--- src/rtl/plru_req_sched_if.sv ---
`default_nettype none
// ============================================================================
// Module      : plru_req_sched_if
// Description : Operand / handshake bundle between the request scheduler and
//               the uTLB PLRU replacement block.
//               master : scheduler side (drives operands, drive and release
//                        pulses; receives acknowledges and the victim vector)
//               slave  : PLRU side
// Ports       : plru_read_hit[DATA_WIDTH], plru_read_hit_vld, plru_refill_on,
//               plru_refill_vld, plru_drive_hit, plru_drive_miss,
//               plru_freeNext_end      (scheduler -> PLRU)
//               plru_free_hit, plru_free_miss,
//               plru_ref_num[DATA_WIDTH] (PLRU -> scheduler)
// Revision    : 1.0 - initial release
// ============================================================================
interface plru_req_sched_if #(
  parameter int DATA_WIDTH = 32
);
  logic [DATA_WIDTH-1:0] plru_read_hit;
  logic                  plru_read_hit_vld;
  logic                  plru_refill_on;
  logic                  plru_refill_vld;
  logic                  plru_drive_hit;
  logic                  plru_drive_miss;
  logic                  plru_freeNext_end;
  logic                  plru_free_hit;
  logic                  plru_free_miss;
  logic [DATA_WIDTH-1:0] plru_ref_num;

  modport master (
    output plru_read_hit, plru_read_hit_vld, plru_refill_on, plru_refill_vld,
           plru_drive_hit, plru_drive_miss, plru_freeNext_end,
    input  plru_free_hit, plru_free_miss, plru_ref_num
  );

  modport slave (
    input  plru_read_hit, plru_read_hit_vld, plru_refill_on, plru_refill_vld,
           plru_drive_hit, plru_drive_miss, plru_freeNext_end,
    output plru_free_hit, plru_free_miss, plru_ref_num
  );
endinterface
`default_nettype wire

--- src/rtl/plru_req_sched.sv ---
`default_nettype none
// ============================================================================
// Module      : plru_req_sched
// Description : Scheduler in front of the 32-entry uTLB PLRU. Queues hit
//               updates in a small FIFO, latches one refill request, and
//               serialises them onto the PLRU drive/free handshake
//               (IDLE -> DRIVE -> WAIT -> REL). Returns the encoded victim
//               index for refills and flags a PLRU that never acknowledges.
// Ports       : forever_cpuclk, cpurst_b (async, active low)
//               hit_req_vld/way/rdy      hit-update request channel
//               refill_req_vld/rdy       refill request (pulse) channel
//               refill_rsp_vld/idx       victim index response (1-cycle)
//               plru                     PLRU operand/handshake bundle
//               busy, timeout_err, err_clr  status / sticky error
// Revision    : 1.0 - initial release
// ============================================================================
module plru_req_sched #(
  parameter int DATA_WIDTH   = 32,
  parameter int IDX_WIDTH    = 5,
  parameter int HQ_DEPTH     = 4,
  parameter int STARVE_LIMIT = 2,
  parameter int ACK_TIMEOUT  = 15
) (
  input  wire                   forever_cpuclk,
  input  wire                   cpurst_b,
  input  wire                   hit_req_vld,
  input  wire  [DATA_WIDTH-1:0] hit_req_way,
  output logic                  hit_req_rdy,
  input  wire                   refill_req_vld,
  output logic                  refill_req_rdy,
  output logic                  refill_rsp_vld,
  output logic [IDX_WIDTH-1:0]  refill_rsp_idx,
  plru_req_sched_if.master      plru,
  output logic                  busy,
  output logic                  timeout_err,
  input  wire                   err_clr
);

  localparam int PTR_W = (HQ_DEPTH > 1) ? $clog2(HQ_DEPTH) : 1;
  localparam int CNT_W = $clog2(HQ_DEPTH + 1);
  localparam int STV_W = $clog2(STARVE_LIMIT + 1);
  localparam int WD_W  = $clog2(ACK_TIMEOUT + 1);

  typedef enum logic [1:0] {
    S_IDLE  = 2'd0,
    S_DRIVE = 2'd1,
    S_WAIT  = 2'd2,
    S_REL   = 2'd3
  } state_t;

  state_t                state_q, state_d;
  logic [DATA_WIDTH-1:0] mem_q [HQ_DEPTH];
  logic [DATA_WIDTH-1:0] mem_d [HQ_DEPTH];
  logic [PTR_W-1:0]      wr_ptr_q, wr_ptr_d;
  logic [PTR_W-1:0]      rd_ptr_q, rd_ptr_d;
  logic [CNT_W-1:0]      count_q, count_d;
  logic                  pending_q, pending_d;
  logic [STV_W-1:0]      starve_q, starve_d;
  logic                  is_miss_q, is_miss_d;
  logic [DATA_WIDTH-1:0] read_hit_q, read_hit_d;
  logic                  read_hit_vld_q, read_hit_vld_d;
  logic                  refill_on_q, refill_on_d;
  logic                  refill_vld_q, refill_vld_d;
  logic [WD_W-1:0]       wd_cnt_q, wd_cnt_d;
  logic                  timed_out_q, timed_out_d;
  logic                  timeout_err_q, timeout_err_d;

  logic                  fifo_empty;
  logic                  push;
  logic                  pop;
  logic                  grant_refill;
  logic                  grant_hit;
  logic                  ack_match;
  logic                  timeout_set;
  logic [WD_W-1:0]       wd_inc;
  logic [IDX_WIDTH-1:0]  lowest_idx;

  // ---------------------------------------------------------------- arbitration
  assign fifo_empty   = (count_q == '0);
  assign hit_req_rdy  = (count_q < CNT_W'(HQ_DEPTH));
  assign push         = hit_req_vld && hit_req_rdy;
  // A refill may overtake queued hits only STARVE_LIMIT times in a row.
  assign grant_refill = (state_q == S_IDLE) && pending_q &&
                        (fifo_empty || (starve_q < STV_W'(STARVE_LIMIT)));
  assign grant_hit    = (state_q == S_IDLE) && !grant_refill && !fifo_empty;
  assign pop          = grant_hit;

  // ---------------------------------------------------------------- hit FIFO
  always_comb begin
    mem_d    = mem_q;
    wr_ptr_d = wr_ptr_q;
    rd_ptr_d = rd_ptr_q;
    count_d  = count_q;
    if (push) begin
      mem_d[wr_ptr_q] = hit_req_way;
      wr_ptr_d        = wr_ptr_q + PTR_W'(1);
    end
    if (pop) begin
      rd_ptr_d = rd_ptr_q + PTR_W'(1);
    end
    case ({push, pop})
      2'b10:   count_d = count_q + CNT_W'(1);
      2'b01:   count_d = count_q - CNT_W'(1);
      default: count_d = count_q;
    endcase
  end

  // ---------------------------------------------------------------- refill latch / starvation
  always_comb begin
    pending_d = pending_q;
    if (refill_req_vld && !pending_q) pending_d = 1'b1;
    // grant_refill implies pending_q, so set and clear never collide
    if (grant_refill)                 pending_d = 1'b0;

    starve_d = starve_q;
    if (grant_hit || fifo_empty) starve_d = '0;
    else if (grant_refill)       starve_d = starve_q + STV_W'(1);
  end

  // ---------------------------------------------------------------- transaction FSM
  assign ack_match = is_miss_q ? plru.plru_free_miss : plru.plru_free_hit;
  assign wd_inc    = wd_cnt_q + WD_W'(1);

  always_comb begin
    state_d        = state_q;
    is_miss_d      = is_miss_q;
    read_hit_d     = read_hit_q;
    read_hit_vld_d = read_hit_vld_q;
    refill_on_d    = refill_on_q;
    refill_vld_d   = refill_vld_q;
    wd_cnt_d       = wd_cnt_q;
    timed_out_d    = timed_out_q;
    timeout_set    = 1'b0;
    case (state_q)
      S_IDLE: begin
        if (grant_refill) begin
          is_miss_d    = 1'b1;
          refill_on_d  = 1'b1;
          refill_vld_d = 1'b1;
          state_d      = S_DRIVE;
        end else if (grant_hit) begin
          is_miss_d      = 1'b0;
          read_hit_d     = mem_q[rd_ptr_q];
          read_hit_vld_d = 1'b1;
          state_d        = S_DRIVE;
        end
      end
      S_DRIVE: begin
        wd_cnt_d    = '0;
        timed_out_d = 1'b0;
        state_d     = S_WAIT;
      end
      S_WAIT: begin
        wd_cnt_d = wd_inc;
        // An acknowledge on the final watchdog cycle still counts as a clean ack.
        if (ack_match) begin
          state_d = S_REL;
        end else if (wd_inc == WD_W'(ACK_TIMEOUT)) begin
          timeout_set = 1'b1;
          timed_out_d = 1'b1;
          state_d     = S_REL;
        end
      end
      S_REL: begin
        read_hit_d     = '0;
        read_hit_vld_d = 1'b0;
        refill_on_d    = 1'b0;
        refill_vld_d   = 1'b0;
        state_d        = S_IDLE;
      end
      default: state_d = S_IDLE;
    endcase
  end

  always_comb begin
    timeout_err_d = timeout_err_q;
    if (timeout_set)  timeout_err_d = 1'b1;
    else if (err_clr) timeout_err_d = 1'b0;
  end

  // Lowest set bit wins: scan from the top so the last hit is the smallest index.
  always_comb begin
    lowest_idx = '0;
    for (int i = DATA_WIDTH - 1; i >= 0; i--) begin
      if (plru.plru_ref_num[i]) lowest_idx = IDX_WIDTH'(i);
    end
  end

  // ---------------------------------------------------------------- registers
  always_ff @(posedge forever_cpuclk or negedge cpurst_b) begin
    if (!cpurst_b) begin
      state_q        <= S_IDLE;
      for (int i = 0; i < HQ_DEPTH; i++) mem_q[i] <= '0;
      wr_ptr_q       <= '0;
      rd_ptr_q       <= '0;
      count_q        <= '0;
      pending_q      <= 1'b0;
      starve_q       <= '0;
      is_miss_q      <= 1'b0;
      read_hit_q     <= '0;
      read_hit_vld_q <= 1'b0;
      refill_on_q    <= 1'b0;
      refill_vld_q   <= 1'b0;
      wd_cnt_q       <= '0;
      timed_out_q    <= 1'b0;
      timeout_err_q  <= 1'b0;
    end else begin
      state_q        <= state_d;
      mem_q          <= mem_d;
      wr_ptr_q       <= wr_ptr_d;
      rd_ptr_q       <= rd_ptr_d;
      count_q        <= count_d;
      pending_q      <= pending_d;
      starve_q       <= starve_d;
      is_miss_q      <= is_miss_d;
      read_hit_q     <= read_hit_d;
      read_hit_vld_q <= read_hit_vld_d;
      refill_on_q    <= refill_on_d;
      refill_vld_q   <= refill_vld_d;
      wd_cnt_q       <= wd_cnt_d;
      timed_out_q    <= timed_out_d;
      timeout_err_q  <= timeout_err_d;
    end
  end

  // ---------------------------------------------------------------- outputs
  assign plru.plru_read_hit     = read_hit_q;
  assign plru.plru_read_hit_vld = read_hit_vld_q;
  assign plru.plru_refill_on    = refill_on_q;
  assign plru.plru_refill_vld   = refill_vld_q;
  assign plru.plru_drive_hit    = (state_q == S_DRIVE) && !is_miss_q;
  assign plru.plru_drive_miss   = (state_q == S_DRIVE) && is_miss_q;
  assign plru.plru_freeNext_end = (state_q == S_REL);

  assign refill_req_rdy = !pending_q;
  assign refill_rsp_vld = (state_q == S_REL) && is_miss_q;
  // A timed-out PLRU never produced a trustworthy victim vector.
  assign refill_rsp_idx = (refill_rsp_vld && !timed_out_q) ? lowest_idx : '0;
  assign busy           = (state_q != S_IDLE) || !fifo_empty || pending_q;
  assign timeout_err    = timeout_err_q;

endmodule
`default_nettype wire

--- src/flat_wrapper.sv ---
// flat-port wrapper written by rule: the top's interface ports become plain ports
module plru_req_sched_flat 
#(
  parameter int DATA_WIDTH   = 32,
  parameter int IDX_WIDTH    = 5,
  parameter int HQ_DEPTH     = 4,
  parameter int STARVE_LIMIT = 2,
  parameter int ACK_TIMEOUT  = 15
)
  (forever_cpuclk, cpurst_b, hit_req_vld, hit_req_way, hit_req_rdy, refill_req_vld, refill_req_rdy, refill_rsp_vld, refill_rsp_idx, busy, timeout_err, err_clr, plru_plru_read_hit, plru_plru_read_hit_vld, plru_plru_refill_on, plru_plru_refill_vld, plru_plru_drive_hit, plru_plru_drive_miss, plru_plru_freeNext_end, plru_plru_free_hit, plru_plru_free_miss, plru_plru_ref_num);
  plru_req_sched_if #(.DATA_WIDTH(DATA_WIDTH)) plru_i ();
  input  wire forever_cpuclk;
  input  wire cpurst_b;
  input  wire hit_req_vld;
  input  wire  [DATA_WIDTH-1:0] hit_req_way;
  output logic hit_req_rdy;
  input  wire refill_req_vld;
  output logic refill_req_rdy;
  output logic refill_rsp_vld;
  output logic [IDX_WIDTH-1:0] refill_rsp_idx;
  output logic busy;
  output logic timeout_err;
  input  wire err_clr;
  output wire logic [$bits(plru_i.plru_read_hit)-1:0] plru_plru_read_hit;
  output wire logic [$bits(plru_i.plru_read_hit_vld)-1:0] plru_plru_read_hit_vld;
  output wire logic [$bits(plru_i.plru_refill_on)-1:0] plru_plru_refill_on;
  output wire logic [$bits(plru_i.plru_refill_vld)-1:0] plru_plru_refill_vld;
  output wire logic [$bits(plru_i.plru_drive_hit)-1:0] plru_plru_drive_hit;
  output wire logic [$bits(plru_i.plru_drive_miss)-1:0] plru_plru_drive_miss;
  output wire logic [$bits(plru_i.plru_freeNext_end)-1:0] plru_plru_freeNext_end;
  input wire logic [$bits(plru_i.plru_free_hit)-1:0] plru_plru_free_hit;
  input wire logic [$bits(plru_i.plru_free_miss)-1:0] plru_plru_free_miss;
  input wire logic [$bits(plru_i.plru_ref_num)-1:0] plru_plru_ref_num;
  assign plru_plru_read_hit = plru_i.plru_read_hit;
  assign plru_plru_read_hit_vld = plru_i.plru_read_hit_vld;
  assign plru_plru_refill_on = plru_i.plru_refill_on;
  assign plru_plru_refill_vld = plru_i.plru_refill_vld;
  assign plru_plru_drive_hit = plru_i.plru_drive_hit;
  assign plru_plru_drive_miss = plru_i.plru_drive_miss;
  assign plru_plru_freeNext_end = plru_i.plru_freeNext_end;
  assign plru_i.plru_free_hit = plru_plru_free_hit;
  assign plru_i.plru_free_miss = plru_plru_free_miss;
  assign plru_i.plru_ref_num = plru_plru_ref_num;
  plru_req_sched #(.DATA_WIDTH(DATA_WIDTH), .IDX_WIDTH(IDX_WIDTH), .HQ_DEPTH(HQ_DEPTH), .STARVE_LIMIT(STARVE_LIMIT), .ACK_TIMEOUT(ACK_TIMEOUT)) u_core (.forever_cpuclk(forever_cpuclk), .cpurst_b(cpurst_b), .hit_req_vld(hit_req_vld), .hit_req_way(hit_req_way), .hit_req_rdy(hit_req_rdy), .refill_req_vld(refill_req_vld), .refill_req_rdy(refill_req_rdy), .refill_rsp_vld(refill_rsp_vld), .refill_rsp_idx(refill_rsp_idx), .plru(plru_i), .busy(busy), .timeout_err(timeout_err), .err_clr(err_clr));
endmodule
--- config.mk ---
export PLATFORM = sky130hd
export DESIGN_NAME = plru_req_sched_flat
export DESIGN_NICKNAME = d
export VERILOG_FILES = /design/src/rtl/plru_req_sched_if.sv /design/src/rtl/plru_req_sched.sv /design/src/flat_wrapper.sv
export SDC_FILE = /design/constraint.sdc
export NUM_CORES = 1
export LEC_CHECK = 0
export ABC_AREA = 1
export CORE_MARGIN = 2
export CORE_UTILIZATION = 40
export CTS_CLUSTER_DIAMETER = 30
export DETAILED_ROUTE_END_ITERATION = 16
export GPL_TIMING_DRIVEN = 0
export PLACE_DENSITY = 0.7
export SYNTH_ARGS = -nofsm -noshare
export SYNTH_HDL_FRONTEND = slang
export SYNTH_SLANG_ARGS = --single-unit
--- constraint.sdc ---
create_clock -name forever_cpuclk -period 2.8 [get_ports forever_cpuclk]
set_input_delay 0.56 -clock forever_cpuclk [delete_from_list [all_inputs] [get_ports forever_cpuclk]]
set_output_delay 0.56 -clock forever_cpuclk [all_outputs]
set_load 0.05 [all_outputs]
### Yosys cells after proc, flatten, opt, wreduce, memory -nomap -nowiden

Index checks and enable logic that the tools add are counted.

| storage, ports and cells | value |
|---|---|
| register bits | 181 |
| bits in latches | 0 |
| RAM bits | 0 |
| memory bits (read-only) | 0 |
| input port bits | 71 |
| output and inout bits | 48 |
| logic and storage cells | 147 |
| memories | 0 |

| operators by class | value |
|---|---|
| add/subtract/negate cells | 6 |
| $mul | 0 |
| divide/modulo/power cells | 0 |
| magnitude comparators | 5 |
| eq/ne operators | 13 |
| shifts and indexed selects | 0 |
| muxes and demuxes | 69 |
| bitwise logic cells | 2 |
| reductions and logical operators | 35 |

Operator list:

| operator | count |
|---|---|
| 5-bit 2-to-1 mux | 33 |
| 32-bit 2-to-1 mux | 5 |
| 128-bit bitwise mux | 1 |
| 32-bit binary-select mux with 2-bit select | 1 |
| 32-bit demux with 2-bit select | 1 |
| 32-bit one-hot mux with 2 select lines | 1 |
| 2-bit nonzero test | 8 |
| 1-bit 2-to-1 mux | 15 |
| 2-bit 2-to-1 mux | 6 |
| 1-bit logical AND | 11 |
| 2-bit one-hot mux with 4 select lines | 1 |
| 4-bit one-hot mux with 2 select lines | 1 |
| 2-bit by 1-bit adder with 2-bit output (second input constant) | 3 |
| 2-bit == test (second input constant) | 3 |
| 3-bit >= comparator (second input constant) | 2 |
| 2-bit by 1-bit inequality test with 1-bit output (second input constant) | 3 |
| 3-bit by 1-bit inequality test with 1-bit output (second input constant) | 2 |
| 2-bit NOT with 3-bit output | 2 |
| 1-bit one-hot mux with 2 select lines | 3 |
| 3-bit one-hot mux with 2 select lines | 1 |
| 2-bit AND reduction | 3 |
| 3-bit AND reduction | 2 |
| 1-bit logical NOT | 5 |
| 4-bit by 1-bit adder with 4-bit output (second input constant) | 1 |
| 11 further kinds | 16 |

### Logic depth before layout (Yosys ltp)

Gate-level depths: netlist of the first run.

| depth | value |
|---|---|
| word-level depth | 33 |
| gate-level depth with buffers | 31 |

### Worst setup path after synthesis of the first run

No wires, ideal clock.

| timing | value |
|---|---|
| kind | reg-to-output |
| start point | reg u_core.state_q[0] |
| end point | out refill_rsp_idx[1] |
| arrival time | 2534 ps |
| data required time | 2240 ps |
| path slack | -294 ps |
| cell stages (with the launch flop) | 8 |
| buffers on the path | 0 |
| cells stage by stage | dfrtp_1 -> ha_1 -> nand2_1 -> inv_1 -> nand2_1 -> nor2_1 -> o31ai_1 -> a31oi_1 |

| on the way | value |
|---|---|
| word-level cells in the longest chain between the ends | 4 |

RTL lines:

| item | line | text |
|---|---|---|
| start: declaration | plru_req_sched.sv:51 | `state_t state_q, state_d;` |
| start signal: assignment | plru_req_sched.sv:208 | `state_q <= state_d;` |
| 2-bit == test | n/a |  |
| net plru_plru_freeNext_end | flat_wrapper.sv:30 | `output wire logic [$bits(plru_i.plru_freeNext_end)-1:0] plru_plru_freeNext_end;` |
| 1-bit logical AND | plru_req_sched.sv:236 | `assign refill_rsp_vld = (state_q == S_REL) && is_miss_q;` |
| net refill_rsp_vld | flat_wrapper.sv:19 | `output logic refill_rsp_vld;` |
| 1-bit logical AND | plru_req_sched.sv:238 | `assign refill_rsp_idx = (refill_rsp_vld && !timed_out_q) ? lowest_idx : '0;` |
| 5-bit 2-to-1 mux | plru_req_sched.sv:238 |  |
| end: declaration | flat_wrapper.sv:20 | `output logic [IDX_WIDTH-1:0] refill_rsp_idx;` |

The timed path passes the listed nets, and every way through them passes these cells.

### Final worst setup path of the first run

| timing | value |
|---|---|
| start point | in plru_plru_ref_num[30] |
| end point | out refill_rsp_idx[0] |

| on the way | value |
|---|---|
| word-level cells in the longest chain between the ends | 32 |

RTL lines:

| item | line | text |
|---|---|---|
| start: declaration | flat_wrapper.sv:33 | `input wire logic [$bits(plru_i.plru_ref_num)-1:0] plru_plru_ref_num;` |
| 5-bit 2-to-1 mux (31 in a row) | plru_req_sched.sv:185 | `if (plru.plru_ref_num[i]) lowest_idx = IDX_WIDTH'(i);` |
| 5-bit 2-to-1 mux | plru_req_sched.sv:238 |  |

Every way passes these cells.

==> results of run 1 <==
[state kept, by name, summed over array words and instances, names as in the netlist]
name and cells:
u_core.wr_ptr_q 2, u_core.mem_q 128, u_core.wd_cnt_q 4, u_core.plru.plru_read_hit 32, u_core.rd_ptr_q 2, u_core.plru.plru_read_hit_vld 1
u_core.pending_q 1, u_core.count_q 3, u_core.is_miss_q 1, u_core.plru.plru_refill_on 1, u_core.state_q 2, u_core.timed_out_q 1
u_core.timeout_err 1, u_core.starve_q 2
[final cells by class]
class | instances | area (sq um) | area share
sequential | 181 | 4530 | 0.439
buffer | 52 | 204 | 0.0197
timing repair buffer | 122 | 1210 | 0.117
clock inverter | 13 | 124 | 0.0120
clock buffer | 19 | 433 | 0.0419
multi-input combinational | 597 | 3020 | 0.293
tap | 270 | 338 | 0.0327
inverter | 124 | 465 | 0.0451
[cell families after synthesis]
| logic type | after synthesis | share of synthesized area |
|---|---|---|
| AOI/OAI and AO/OA | 255 | 0.184 |
| xor gates and xnor gates | 8 | 0.00857 |
| adders and majority gates | 13 | 0.0208 |
| buffers and inverters | 176 | 0.0817 |
| DFF | 181 | 0.554 |
| and+or+nand+nor | 321 | 0.151 |
[Yosys cell counts, drive strengths merged (3+ instances only)]
library cell / n / share of area
nand2: 284 / 0.13
dfrtp: 181 / 0.55
o21ai: 142 / 0.087
inv: 122 / 0.056
clkbuf: 43 / 0.020
a21oi: 41 / 0.026
o22ai: 33 / 0.025
a32o: 32 / 0.039
nor2: 22 / 0.010
ha: 12 / 0.018
buf: 9 / 0.0051
nand3: 9 / 0.0055
xor2: 5 / 0.0054
nor4: 3 / 0.0023
xnor2: 3 / 0.0032
[placed cells by master, fill, tap and decap left out, types with 3 or more instances in the layout]
| master | synthesis | layout |
|---|---|---|
| buf_2 | 3 | 6 |
| inv_6 | 0 | 4 |
| dlygate4sd2_1 | 0 | 3 |
| buf_4 | 1 | 4 |
| a21oi_1 | 38 | 37 |
| dfrtp_1 | 181 | 181 |
| clkbuf_4 | 0 | 4 |
| a32o_1 | 32 | 32 |
| clkinv_4 | 0 | 3 |
| xor2_1 | 5 | 5 |
| xnor2_1 | 3 | 3 |
| clkinvlp_4 | 0 | 3 |
| buf_1 | 5 | 5 |
| clkbuf_1 | 43 | 44 |
| clkdlybuf4s50_1 | 0 | 102 |
| ha_1 | 12 | 11 |
| clkbuf_16 | 0 | 17 |
| o21ai_1 | 116 | 116 |
| nand2_1 | 283 | 282 |
| nor2_1 | 22 | 20 |
| inv_2 | 9 | 12 |
| nand3_1 | 9 | 8 |
| o22ai_1 | 33 | 33 |
| inv_1 | 113 | 110 |
| o21ai_0 | 26 | 26 |
| nor4_1 | 3 | 3 |
[power by group]
part / switching (mW) / internal [mW]
sequential: 0.618 / 3.78
clock: 1.05 / 1.24
combinational: 3.74 / 2.06
[path summary, 6_finish.rpt]
check	from	endpoint	slack (ns)	cells after the start
max	plru_plru_ref_num[30]	refill_rsp_idx[0]	-0.10	33
min	cpurst_b	u_core.mem_q[58]	0.12	1
max reg2reg	u_core.state_q[0]	u_core.count_q[1]	0.21	11
min reg2reg	u_core.mem_q[3]	u_core.mem_q[3]	0.49	2
max in group asynchronous	cpurst_b	u_core.mem_q[80]	1.77	2
min in group forever_cpuclk	u_core.mem_q[3]	u_core.mem_q[3]	0.49	2
[through the flow]
stage | hold slack, ns | setup TNS, ns
3_5_place_dp | 0.474 | -2.93
2_1_floorplan | 0.264 | 0
6_report | 0.116 | -0.104
4_1_cts | 0.140 | -0.165
3_3_place_gp | 0.467 | -1166.95
5_1_grt | 0.175 | -0.409
[worst max-delay path: cells and delay by family]
family,cells,cell delay [ns]
simple gates,29,1.38
buf+inv,3,0.30
compound gates,1,0.12
[timing repair]
| action | 4_1_cts | 5_1_grt |
|---|---|---|
| hold buffers | 0 | 0 |
| resized for setup | 50 | 15 |
| setup buffers | 3 | 0 |
| pin swaps | 4 | 2 |
| setup endpoints to repair | 5 | 17 |
[per-layer routing]
| layer | track usage | share of wire | vias to the layer above |
|---|---|---|---|
| li1 | - | - | 3407 |
| met1 | 0.288 | 0.46 | 3377 |
| met2 | 0.330 | 0.48 | 168 |
| met3 | 0.0404 | 0.044 | 32 |
| met4 | 0.0702 | 0.019 | 0 |
| met5 | 0 | 0 | - |
==> metrics.md, run 1 <==
| Metric | Value |
|---|---|
| Minimum clock period after layout | `2.90 ns` |
| GP Congestion | `0.795` |
| Fillers | `around 1900` |
| Crit path kind | `primary input to output pin` |
| Clock Skew | `0.0103 ns` |
| Max_cap viols | `0` |
| Worst Setup Start Kind | `primary input` |
| Worst EP required | `2.24 ns` |
| Cells after DPL | `1343` |
| Port Buf Inserts | `118` |
| Syn nets | `1038` |
| Largest net degree at the start of global routing | `96` |
| Per-cell routed wire length | `around 15 um` |
| Die X | `147 um` |
| Synthesized instance count | `954` |
| Final period util | `1.04` |
| Site Rows | `52` |
| Static leakage | `roughly 4.8 nW` |
| Clock buffer depth | `2` |
| Synthesized area per cell | `8.57 sq um` |
| CTS tree | `yes` |
| Final core area utilization | `0.512` |
| Outcome | `complete, but fails checks` |
| VDD IR-drop max | `between 0.6 and 0.7 mV` |
| I/O pins | `119` |
| CP arrival | `around 2.3 ns` |
| Area of the die | `approximately 22000 sq um` |
| Ys flop type | `dfrtp_1` |
| Vias in the first global route | `between 6000 and 7000` |
| 1st-iter DRT viols | `485` |
| Relative slew slack | `0.552` |
| Synth-to-Final Area Change | `26.4%` |
| Root Driver | `clkbuf_16` |
| CTS Buf Count | `17` |
| DRC viols | `0` |
| Synth Warn # | `0` |
| H-tree depth | `4` |
| N_diodes | `0` |
| CP Max Fanout | `3` |
| Post-Place Worst Slack | `-1.16 ns` |
| All-Layer GR Usage | `0.208` |
| Asr flop ratio synth | `1.00` |
| Slowest CP cell | `buf_6` |
| Die height | `147 um` |
| Slew Limit Fails | `0` |
| Routed vias/inst | `5.07` |
| Final Cell Area | `10300 sq um` |
| Final Net Count | `roughly 1200` |
| Fin cells | `between 1000 and 1500` |
| Placeable Area | `20200 sq um` |
| Power after layout | `approximately 12 mW` |
| WL final | `21400 um` |
| DP Area | `about 9800 sq um` |
| Hold Vio Cnt, Final | `0` |
| Final Setup Violations | `1` |
| Synthesized area | `8170 sq um` |
| First-pass GRT wire length | `35500 um` |
| Clk slew on worst S/H paths | `around 0.07 ns` |
| Failing checks | `setup timing` |
| Slew @ Worst Pin | `0.671 ns` |
| Count of flip-flops with a built-in enable after synthesis | `0` |
| Initial antenna violation count | `0` |
| Initial DRT Pass Iterations | `5` |
| Antenna Violating Nets Remaining | `0` |
| Crit path top cell by count | `nand2_1` |
| RSZ-0062 raised after global routing | `yes` |
| Share of layout cells above drive strength 1 | `0.0659` |
| PnR worst setup slack | `-0.104 ns` |
| Sequential share of the synthesized area | `0.554` |
| Initial Utilization | `0.405` |
| Crit end category | `output pin` |
| Fmax | `between 300 and 400 MHz` |
| Synth Register Bits | `181` |
| CTS Sinks | `181` |
| Total gr overflow | `0` |
| Yosys cell types | `30` |
| Cell area power density | `1210 nW/um^2` |
| Clk Latency, worst-skew pair | `0.44 ns` |
| Hold Path Class | `primary input to asynchronous set/reset pin` |
| Max incr delay on CP | `0.17 ns` |
| DR vias | `6984` |
| Post-DP HPWL | `approximately 14000 um` |
No activity file was read; power rests on OpenSTA's default activity.
==> inputs of run 2 (changes only) <==
Settings changed: CTS_CLUSTER_SIZE set to 10, SLEW_MARGIN set to 30.
==> run 2 against run 1 <==
Against the previous run: the run still ends with setup timing left; critical endpoint unchanged; sequential share of layout area is 0.35 points lower; flip-flop and latch count stayed put; sequential power hardly changed; worst hold slack worse by 0.036 ns; clock skew is 0.0035 ns lower; wire length is 0.80% higher; non-clock buffer count is 1 higher; clock-buffer cell count stayed put; utilization is 0.42 points higher; cell count hardly changed; critical path depth stayed put.
==> metrics.md, run 2 (synthesis gave the netlist of run 1 again) <==
| Metric | Value |
|---|---|
| CP Max Fanout | `3 (unchanged)` |
| Post-DP HPWL | `14600 um (was 14400 um)` |
| Worst path top cell family by delay | `simple AND/OR/NAND/NOR gates (unchanged)` |
| Relative slew slack | `0.570 (was 0.552)` |
| H-tree depth | `4 (unchanged)` |
| Final Setup Violations | `1 (unchanged)` |
| Post-Place Worst Slack | `-1.15 ns (was -1.16 ns)` |
| Die X | `147 um (unchanged)` |
| Failing checks | `setup timing (unchanged)` |
| Per-cell routed wire length | `15.6 um (was 15.5 um)` |
| Total gr overflow | `0 (unchanged)` |
| Initial antenna violation count | `0 (unchanged)` |
| Final Net Count | `1180 (was 1179)` |
| VDD IR-drop max | `0.757 mV (was 0.671 mV)` |
| P_sw | `5.44 mW (was 5.41 mW)` |
| 1st-iter DRT viols | `489 (was 485)` |
| Vias in the first global route | `7032 (was 6860)` |
| Area of the die | `21600 sq um (unchanged)` |
| CTS tree | `yes (unchanged)` |
| Power after layout | `12.7 mW (was 12.5 mW)` |
| Cells after DPL | `1344 (was 1343)` |
| Max incr delay on CP | `0.17 ns (about the same)` |
| DR vias | `7005 (was 6984)` |
| Final period util | `1.04 (about the same)` |
| Static leakage | `4.86 nW (was 4.80 nW)` |
| Sequential Power Share | `0.347 (was 0.352)` |
| Slowest CP cell | `buf_6 (unchanged)` |
| Clock Skew | `0.00680 ns (was 0.0103 ns)` |
| CP bufs+invs | `3 (unchanged)` |
| DRC viols | `0 (unchanged)` |
| Hold Vio Cnt, Final | `0 (unchanged)` |
| Crit path kind | `primary input to output pin (unchanged)` |
| Initial DRT Pass Iterations | `5 (unchanged)` |
| Die height | `147 um (unchanged)` |
| Slew @ Worst Pin | `0.645 ns (was 0.671 ns)` |
| CP arrival | `2.35 ns (was 2.34 ns)` |
| CTS Sinks | `181 (unchanged)` |
| Clk pwr share | `0.197 (was 0.183)` |
| Share of layout cells above drive strength 1 | `0.0676 (was 0.0659)` |
| Placeable Area | `20200 sq um (unchanged)` |
| Antenna Violating Nets Remaining | `0 (unchanged)` |
| RSZ-0062 raised after global routing | `yes (unchanged)` |
| Synth-to-Final Area Change | `27.4% (was 26.4%)` |
| Final core area utilization | `0.516 (was 0.512)` |
| Crit path top cell by count | `nand2_1 (unchanged)` |
| Worst Setup Start Kind | `primary input (unchanged)` |
| First-pass GRT wire length | `36000 um (was 35500 um)` |
| Cell area power density | `1220 nW/um^2 (was 1210 nW/um^2)` |
| Crit end category | `output pin (unchanged)` |
| Commonest non-fill, non-tap cell in the layout | `nand2_1 (unchanged)` |
| Outcome | `complete, but fails checks (unchanged)` |
| Power Internal | `7.28 mW (was 7.07 mW)` |
| Combinational power share | `0.456 (was 0.464)` |
| Max reg flops | `128 (unchanged)` |
| Net Sw Frac | `0.428 (was 0.433)` |
| Max_cap viols | `0 (unchanged)` |
| Initial Utilization | `0.405 (unchanged)` |
| R2R cell count | `11 (unchanged)` |
| GP Congestion | `0.795 (unchanged)` |
| Clk slew on worst S/H paths | `0.07 ns (about the same)` |
| CTS Buf Count | `17 (unchanged)` |
| Site Rows | `52 (unchanged)` |
| Commonest cells after routing, fill and taps aside | `282 x nand2_1, 181 x dfrtp_1, 116 x o21ai_1, 111 x inv_1, 102 x clkdlybuf4s50_1 (was 282 x nand2_1, 181 x dfrtp_1, 116 x o21ai_1, 110 x inv_1, 102 x clkdlybuf4s50_1)` |
| Hold Path Class | `primary input to asynchronous set/reset pin (unchanged)` |
| Clk Latency, worst-skew pair | `0.44 ns (about the same)` |
| N_diodes | `0 (unchanged)` |
| WL final | `21500 um (was 21400 um)` |
| Port Buf Inserts | `118 (unchanged)` |
| Worst EP required | `2.24 ns (about the same)` |
| Routed vias/inst | `5.08 (was 5.07)` |
| Fmax | `344 MHz (about the same)` |
| PnR worst setup slack | `-0.105 ns (was -0.104 ns)` |
| I/O pins | `119 (unchanged)` |
| TNS Setup | `-0.105 ns (was -0.104 ns)` |
| Fin cells | `1379 (was 1378)` |
| Minimum clock period after layout | `2.91 ns (was 2.90 ns)` |
| Largest net degree at the start of global routing | `70 (was 96)` |
| Clock buffer depth | `2 (unchanged)` |
| Root Driver | `clkbuf_16 (unchanged)` |
| Crit. path cell count | `33 (unchanged)` |
| Slew Limit Fails | `0 (unchanged)` |
| All-Layer GR Usage | `0.211 (was 0.208)` |
| Largest Register | `u_core.mem_q (unchanged)` |
-- run 2: final timing paths --
| check | from | to | slack (ns) |
|---|---|---|---|
| max in group asynchronous | cpurst_b | u_core.mem_q[20] | 2.01 |
| min in group forever_cpuclk | u_core.mem_q[21] | u_core.mem_q[21] | 0.49 |
| hold reg to reg | u_core.mem_q[21] | u_core.mem_q[21] | 0.49 |
| setup reg to reg | u_core.state_q[0] | u_core.count_q[1] | 0.30 |
| hold / removal | cpurst_b | u_core.mem_q[60] | 0.08 |
| setup / recovery | plru_plru_ref_num[30] | refill_rsp_idx[0] | -0.11 |
-- run 2: layer usage --
metal / GRT usage / vias to the layer above / routed length, um
met3: 0.0407 / 32 / 1110
met2: 0.340 / 196 / 10300
met5: 0 / - / 0
met4: 0.0692 / 0 / 363
li1: - / 3401 / -
met1: 0.290 / 3376 / 9730
-- run 2: final cells by class --
class,count,area (sq um)
fill,1899,9760
sequential,181,4530
multi-input combinational,597,3020
timing repair buffer,123,1240
inverter,124,465
clock buffer,19,443
tap,270,338
buffer,52,204
clock inverter,13,171
-- run 2: per-stage QoR --
step / hold WS (ns) / cell area (sq um)
after detailed placement: 0.474 / 9780
after global placement: 0.467 / 9720
after CTS: 0.0863 / 10400
after global routing: 0.108 / 10400
final: 0.0801 / 10400
after floorplan: 0.264 / 8200
-- run 2: what timing repair did --
action | 4_1_cts | 5_1_grt
gates resized for setup | 51 | 14
setup endpoints to repair | 5 | 17
endpoints found under the hold margin | 0 | 0
hold buffers | 0 | 0
buffers inserted | 3 | 0
pin swaps | 3 | 3
-- run 2: power groups by stage --
stage	Sequential, mW	Combinational, mW	Clock, mW
final	4.41	5.80	2.51
after global routing	4.55	6.43	2.65
after CTS	4.40	5.79	2.55
after detailed placement	4.44	5.78	0
after global placement	4.42	5.62	0
after floorplan	5.00	3.31	0
==> inputs of run 3 (changes only) <==
Settings changed: CORE_ASPECT_RATIO set to 1.1.
==> run 3 against run 2 <==
Against the previous run: the flow still finishes with violations (setup timing); maximum frequency decreased by 1.5%; critical path depth unchanged; sequential share of layout area increased by 0.33 points; highest routed layer unchanged.
==> metrics.md, run 3 (synthesis gave the netlist of run 1 again) <==
| Metric | Value |
|---|---|
| Worst R2R Start | `u_core.state_q[0] (unchanged)` |
| Cell area power density | `1220 nW/um^2 (about the same)` |
| Die height | `154 um (was 147 um)` |
| Hold Vio Cnt, Final | `0 (unchanged)` |
| Port Buf Inserts | `118 (unchanged)` |
| Root Driver | `clkbuf_16 (unchanged)` |
| Final Setup Violations | `1 (unchanged)` |
| Crit path top cell by count | `nand2_1 (unchanged)` |
| Final period util | `1.05 (was 1.04)` |
| Static leakage | `4.82 nW (was 4.86 nW)` |
| Die X | `140 um (was 147 um)` |
| Post-DP HPWL | `14600 um (about the same)` |
| Worst Setup Start Kind | `primary input (unchanged)` |
| Antenna Violating Nets Remaining | `0 (unchanged)` |
| Area of the die | `21600 sq um (about the same)` |
| VDD IR-drop max | `0.732 mV (was 0.757 mV)` |
| 1st-iter DRT viols | `626 (was 489)` |
| Site Rows | `54 (was 52)` |
| CP bufs+invs | `3 (unchanged)` |
| Power after layout | `12.6 mW (was 12.7 mW)` |
| DR vias | `7040 (was 7005)` |
| Initial antenna violation count | `0 (unchanged)` |
| Clk Latency, worst-skew pair | `0.43 ns (was 0.44 ns)` |
| Initial DRT Pass Iterations | `5 (unchanged)` |
| DRC viols | `0 (unchanged)` |
| CP Max Fanout | `3 (unchanged)` |
| First-pass GRT wire length | `35800 um (was 36000 um)` |
| Initial Utilization | `0.410 (was 0.405)` |
| Minimum clock period after layout | `2.95 ns (was 2.91 ns)` |
| PnR worst setup slack | `-0.148 ns (was -0.105 ns)` |
| H-tree depth | `4 (unchanged)` |
| Fmax | `339 MHz (was 344 MHz)` |
| WL final | `21800 um (was 21500 um)` |
| Vias in the first global route | `7035 (was 7032)` |
| I/O pins | `119 (unchanged)` |
| R2R cell count | `9 (was 11)` |
| Total gr overflow | `0 (unchanged)` |
| Largest net degree at the start of global routing | `89 (was 70)` |
| Outcome | `complete, but fails checks (unchanged)` |
| Fillers | `1820 (was 1899)` |
| Routed vias/inst | `5.18 (was 5.08)` |
| Max_cap viols | `0 (unchanged)` |
| Commonest non-fill, non-tap cell in the layout | `nand2_1 (unchanged)` |
| CTS tree | `yes (unchanged)` |
| RSZ-0062 raised after global routing | `yes (unchanged)` |
| Slew Limit Fails | `0 (unchanged)` |
| CTS Buf Count | `17 (unchanged)` |
| CTS Sinks | `181 (unchanged)` |
| Relative slew slack | `0.571 (was 0.570)` |
| Final Net Count | `1179 (was 1180)` |
| Crit path kind | `primary input to output pin (unchanged)` |
| Max incr delay on CP | `0.16 ns (was 0.17 ns)` |
| Commonest cells after routing, fill and taps aside | `282 x nand2_1, 181 x dfrtp_1, 116 x o21ai_1, 111 x inv_1, 103 x clkdlybuf4s50_1 (was 282 x nand2_1, 181 x dfrtp_1, 116 x o21ai_1, 111 x inv_1, 102 x clkdlybuf4s50_1)` |
| CP arrival | `2.39 ns (was 2.35 ns)` |
| Failing checks | `setup timing (unchanged)` |
| Final core area utilization | `0.518 (was 0.516)` |
| Clock buffer depth | `2 (unchanged)` |
| Worst EP required | `2.24 ns (about the same)` |
| Max reg flops | `128 (unchanged)` |
| Share of layout cells above drive strength 1 | `0.0641 (was 0.0676)` |
| GP Congestion | `0.818 (was 0.795)` |
| Register-to-Register Setup Slack | `0.19 ns (was 0.30 ns)` |
| Placeable Area | `19900 sq um (was 20200 sq um)` |
| Hold Path Class | `primary input to asynchronous set/reset pin (unchanged)` |
| Per-cell routed wire length | `16.1 um (was 15.6 um)` |
| Crit end category | `output pin (unchanged)` |
| Clock Skew | `0.00817 ns (was 0.00680 ns)` |
| Critical R2R Capture | `u_core.plru.plru_read_hit[18] (was u_core.count_q[1])` |
| Hold-fix buffers, CTS | `0 (unchanged)` |
| Synth-to-Final Area Change | `26.4% (was 27.4%)` |
| Clk slew on worst S/H paths | `0.07 ns (about the same)` |
| N_diodes | `0 (unchanged)` |
| Slew @ Worst Pin | `0.643 ns (was 0.645 ns)` |
| Worst path top cell family by delay | `simple AND/OR/NAND/NOR gates (unchanged)` |
| Slowest CP cell | `buf_8 (was buf_6)` |
| Largest Register | `u_core.mem_q (unchanged)` |
| All-Layer GR Usage | `0.208 (was 0.211)` |
==> run 3: worst max path at each step <==
stage          slack [ns]                            end  depth (start not counted)                   from
6_report            -0.15              refill_rsp_idx[0]                         33  plru_plru_ref_num[30]
5_1_grt             -0.45              refill_rsp_idx[0]                         33  plru_plru_ref_num[30]
3_3_place_gp        -6.38  u_core.plru.plru_read_hit[18]                          1               cpurst_b
4_1_cts             -0.18              refill_rsp_idx[0]                         33  plru_plru_ref_num[30]
2_1_floorplan        0.08              refill_rsp_idx[0]                         31  plru_plru_ref_num[30]
3_5_place_dp        -1.16              refill_rsp_idx[0]                         32  plru_plru_ref_num[31]
==> run 3: cell type report <==
type                            instances  area, sq um  area share
Multi-Input combinational cell        597         3010       0.291
Timing Repair Buffer                  122         1230       0.119
Inverter                              124          465      0.0450
Tap cell                              252          315      0.0305
Clock inverter                         13          148      0.0143
Clock buffer                           18          429      0.0415
Buffer                                 52          203      0.0196
Sequential cell                       181         4530       0.438
==> run 3: metal layers <==
| metal | up-vias | global-route usage | wire, um |
|---|---|---|---|
| met4 | 0 | 0.0702 | 482 |
| met3 | 32 | 0.0339 | 1090 |
| met5 | - | 0 | 0 |
| met2 | 200 | 0.358 | 10700 |
| met1 | 3410 | 0.269 | 9520 |
| li1 | 3398 | - | - |
==> run 3: what timing repair did <==
action | CTS | global route
buffers inserted | 2 | 0
gates resized for setup | 49 | 7
setup endpoints to repair | 5 | 5
pin swaps | 6 | 3
cloned | 0 | 0
==> run 3: stage by stage <==
stage | TNS (ns) | hold slack (ns) | setup slack, ns | std cells | cell area (sq um)
floorplan | 0 | 0.264 | 0.0815 | 954 | 8200
detailed placement | -2.79 | 0.473 | -1.16 | 1326 | 9760
global route | -0.450 | 0.0436 | -0.450 | 1359 | 10300
finish | -0.148 | 0.0238 | -0.148 | 1359 | 10300
global placement | -1154.86 | 0.466 | -6.38 | 1324 | 9700
CTS | -0.184 | 0.0308 | -0.184 | 1359 | 10300
==> run 3: worst register-to-register path, stage by stage, from the launching register on <==
cell and delay (ns):
dfrtp_1 0.40, inv_1 0.10, ha_1 0.28, nand2_1 0.10, a21oi_2 0.07, inv_2 0.07, nand3_1 0.25, a21oi_2 0.52
clkbuf_1 0.53, o22ai_1 0.16
==> run 3: power breakdown <==
group	internal [mW]	total, mW	switching (mW)
logic	2.04	5.78	3.74
registers	3.78	4.40	0.620
clock network	1.32	2.38	1.05
total	7.15	12.6	5.41
